`src/rtl/intl_trip_ctrl.sv`:
```
// Interlock trip controller: masks and debounces the monitor's fault word, latches trips,
// records the first fault, gates PWM enable and runs the operator clear handshake.
module intl_trip_ctrl #(
    parameter int DB_W = 16
) (
    input  logic            i_clk,
    input  logic            i_rst,
    input  logic [15:0]     i_intl_state,
    input  logic [15:0]     i_intl_mask,
    input  logic [DB_W-1:0] i_debounce,
    input  logic            i_intl_rst,
    input  logic            i_pwm_run_req,
    output logic            o_pwm_en,
    output logic [15:0]     o_intl_latch,
    output logic [4:0]      o_first_fault,
    output logic            o_intl_active,
    output logic            o_rst_ack,
    output logic            o_rst_nack,
    output logic [15:0]     o_trip_cnt
);

    typedef enum logic [1:0] {NORMAL, TRIP, CLEAR, REARM} state_t;

    state_t          state;
    state_t          state_nxt;
    logic [15:0]     masked;
    logic [15:0]     qual;
    logic [3:0]      low_idx;
    logic [DB_W-1:0] cnt [16];
    logic [15:0]     trip_cnt;
    logic            trip_evt;
    logic            ack_set;
    logic            nack_set;

    // A bit qualifies once its masked fault has persisted i_debounce cycles past its first cycle.
    always_comb begin
        masked = i_intl_state & i_intl_mask;
        qual   = '0;
        for (int i = 0; i < 16; i++) begin
            qual[i] = masked[i] && (cnt[i] >= i_debounce);
        end
    end

    always_comb begin
        low_idx = '0;
        for (int i = 15; i >= 0; i--) begin
            if (qual[i]) begin
                low_idx = 4'(i);
            end
        end
    end

    always_ff @(posedge i_clk) begin
        if (i_rst) begin
            state <= REARM;
        end else begin
            state <= state_nxt;
        end
    end

    always_comb begin
        state_nxt = state;
        case (state)
            NORMAL: if (|qual) state_nxt = TRIP;
            TRIP:   if (i_intl_rst && (masked == '0)) state_nxt = CLEAR;
            CLEAR:  state_nxt = REARM;
            REARM: begin
                if (|qual) begin
                    state_nxt = TRIP;
                end else if (!i_pwm_run_req) begin
                    state_nxt = NORMAL;
                end
            end
            default: state_nxt = REARM;
        endcase
    end

    always_comb begin
        trip_evt = ((state == NORMAL) || (state == REARM)) && (|qual);
        ack_set  = (state == TRIP) && i_intl_rst && (masked == '0);
        nack_set = (state == TRIP) && i_intl_rst && (masked != '0);
    end

    always_ff @(posedge i_clk) begin
        for (int i = 0; i < 16; i++) begin
            if (i_rst || (state == CLEAR) || !masked[i]) begin
                cnt[i] <= '0;
            end else if (!(&cnt[i])) begin
                cnt[i] <= cnt[i] + 1'b1;
            end
        end
    end

    // The latch keeps accumulating while tripped; only the CLEAR cycle wipes it.
    always_ff @(posedge i_clk) begin
        if (i_rst) begin
            o_intl_latch  <= '0;
            o_first_fault <= '0;
            o_pwm_en      <= 1'b0;
            o_rst_ack     <= 1'b0;
            o_rst_nack    <= 1'b0;
            trip_cnt      <= '0;
        end else begin
            o_pwm_en   <= (state == NORMAL) && !(|qual) && i_pwm_run_req;
            o_rst_ack  <= ack_set;
            o_rst_nack <= nack_set;
            if (trip_evt && (trip_cnt != 16'hFFFF)) begin
                trip_cnt <= trip_cnt + 16'd1;
            end
            if (state == CLEAR) begin
                o_intl_latch  <= '0;
                o_first_fault <= '0;
            end else begin
                o_intl_latch <= o_intl_latch | qual;
                if (!o_first_fault[4] && (|qual)) begin
                    o_first_fault <= {1'b1, low_idx};
                end
            end
        end
    end

    assign o_trip_cnt    = trip_cnt;
    assign o_intl_active = |o_intl_latch;

endmodule
```
`config.mk`:
```
export PLATFORM = sky130hd
export DESIGN_NAME = intl_trip_ctrl
export DESIGN_NICKNAME = d
export VERILOG_FILES = /design/src/rtl/intl_trip_ctrl.sv
export SDC_FILE = /design/constraint.sdc
export NUM_CORES = 1
export LEC_CHECK = 0
export BUFFER_PORTS_ARGS = -buffer_cell sky130_fd_sc_hd__buf_2
export CORE_MARGIN = 2
export CORE_UTILIZATION = 40
export DETAILED_ROUTE_END_ITERATION = 10
export PLACE_DENSITY = 0.66
export SLEW_MARGIN = 40
export SYNTH_ARGS = -nofsm -noshare
export SYNTH_HDL_FRONTEND = slang
export SYNTH_SLANG_ARGS = --single-unit
```
`constraint.sdc`:
```
create_clock -name i_clk -period 3.7 [get_ports i_clk]
set_input_delay 0.185 -clock i_clk [delete_from_list [all_inputs] [get_ports i_clk]]
set_output_delay 0.185 -clock i_clk [all_outputs]
set_load 0.005 [all_outputs]
```
==> run metrics <==
hold_ws 84.7 ps; routed wl met2 24,900 um; Design Power 8.04 mW; Max clock buf depth 3; clock latency at the later pin of the worst-skew pair 560 ps; DRT met1 WL 25,400 um; pwr/cell area 343 nW/um^2; yosys synthesis warning count 0; Placed Area 22,200 um^2; ANT nets after route 0; unrepaired setup endpoints after global routing no; grt total ovfl 0; Crit path required time 4150 ps; row count 83; setup tns final 0 ps; Die ar. 53,400 um^2; first-pass GRT wire length 88,400 um; Final period util 92.2%; Reg2Reg Depth 10; Worst slew margin 46.1%; Place WS 173 ps; share of layout cells above drive strength 1 8.76%; Peak Freq 293 MHz; VDD IR max 0.232 mV; CP max FO 7; CTS tree built; Core ar. 51,200 um^2; Netlist cell types 71; Synth Instances 2,124; worst slew pin tran 800 ps; post-route insts no fill 2,965; number of I/O port buffers 92; Final Max Slew Viols 0; CP arrival 3860 ps; sequential share of the synthesized area 41.3%; Startpoint Class register; # IOs 93; fin worst setup slack 288 ps; number of synthesized flops with an enable pin 256; initial antenna violation count 2; WL final 56,300 um; GPL Wtd Cong 0.895; WS Path Type reg2reg; worst min-delay path category in2reg; Post-Place Cells 2,890; Nets 2,586; via count 16.7k; vias in the first global route 16.2k; drt first-iter violations 1,350; Final setup viols 0; most frequent cells in the layout 384 x nor2_1, 278 x ha_1, 256 x edfxtp_1; async set-or-reset flop fraction in the synthesized netlist 0%; Syn Area/Cell 9.72 um^2; TritonRoute pass-1 iters 6; Starting Density 40.3%; total CTS buffers 37; post-CTS setup buffer count 0; Clock Skews 26.0 ps; htree depth 2; DR top layer met4; DIE HEIGHT 231 um; Leakage 9.77 nW; crit end category register; synthesized flop and latch total 298; syn_nets 2,454; post_cts resized 0; Clock Pin Slew Worst Setup and Hold Paths 60 ps; status completed; Max-Cap Viols 0; ys flop type edfxtp_1; wire per inst 19.0 um; Final Critical Period 3410 ps; DRC 0; chip width 231 um; Post-Syn Area 20,600 um^2; Finished Cell Area 23,500 um^2; Worst Hold Depth 3; root buf cell clkbuf_16; routed vias/inst 5.62; commonest non-fill, non-tap cell in the layout nor2_1; Final Hold Fails 0; largest net degree at the start of global routing 37; GR Util All Layers 20.9%; CTS Sinks 298; post-layout util 45.8%; met3 WL post-DR 3930 um; synth-to-layout area growth 13.7%; dpl hpwl 40,100 um
==> registers in the layout (all words and copies together) (netlist names) <==
signal and cells:
o_first_fault 5, o_intl_latch 16, cnt 256, o_rst_nack 1, o_trip_cnt 16, o_rst_ack 1
o_pwm_en 1, state 2
==> per-layer routing <==
metal  track usage (%)  vias to the layer above
li1                  -                     8052
met1              28.4                     8041
met2              33.0                      459
met3              3.84                      115
met4              8.41                        0
met5                 0                        -
==> path summary, 6_finish.rpt <==
check / slack, ps / startpoint / end
min reg2reg: 480 / o_first_fault[0] / o_first_fault[0]
max: 290 / cnt[1][21] / state[0]
min: 80 / i_intl_mask[13] / cnt[1][94]
max reg2reg: 290 / cnt[1][21] / state[0]
==> critical path, stage by stage (launching register included) <==
cell       delay, ps
edfxtp_1         460
ha_1             360
a2111oi_0        510
o21ai_1          140
a2111oi_1        430
nor4_2           140
nor3_2           210
and2_4           230
nand4_1          280
o2111a_1         360
a32oi_1          170
==> kinds of logic after synthesis <==
logic type                 count (synthesis)  synth area share, %
and+or+nand+nor                          932                 21.3
DFF                                      298                 41.3
adders and majority gates                278                 16.9
AOI/OAI and AO/OA                        274                 8.69
xor gates and xnor gates                 223                 9.47
buffers and inverters                    116                 2.21
muxes                                      3                0.158
==> Yosys cell counts, types with 7 or more instances <==
cell type	instances	area, um^2
edfxtp_1	256	7690
o21ai_1	7	35.0
o21ai_0	48	240
dfxtp_1	42	841
nand2b_1	14	87.6
nor4_1	9	56.3
nor2_1	385	1450
a21o_1	29	218
nor3_1	31	155
a2111oi_0	7	61.3
or3_1	22	138
xnor2_1	96	841
ha_1	278	3480
nand2_1	134	503
or4_1	8	60.1
and3_1	70	438
a21oi_1	86	430
nand4_1	74	463
clkbuf_1	37	139
xor2_1	127	1110
and4_1	13	114
o31ai_1	12	90.1
inv_1	74	278
a211oi_1	17	128
nand3_1	147	736
o21a_1	9	67.6
==> what timing repair did <==
item	CTS	global route
endpoints found under the setup margin	0	0
hold buffers	2	0
hold endpoints to repair	3	0
==> final cells by class <==
type                       count  area, um^2
antenna                        1        2.50
clock buffer                  48        1010
clock inverter                19         174
fill                        4839       27700
inverter                      74         278
multi-input combinational   1710       11700
sequential                   298        8530
tap                          680         851
timing repair buffer         135         942
==> report_power, final <==
part | internal (mW) | switching [mW] | total, mW
clock | 2.14 | 1.48 | 3.61
sequential | 3.63 | 0.0355 | 3.67
combinational | 0.236 | 0.523 | 0.760
total | 6.01 | 2.03 | 8.04
(Power assumes the default switching activity.)
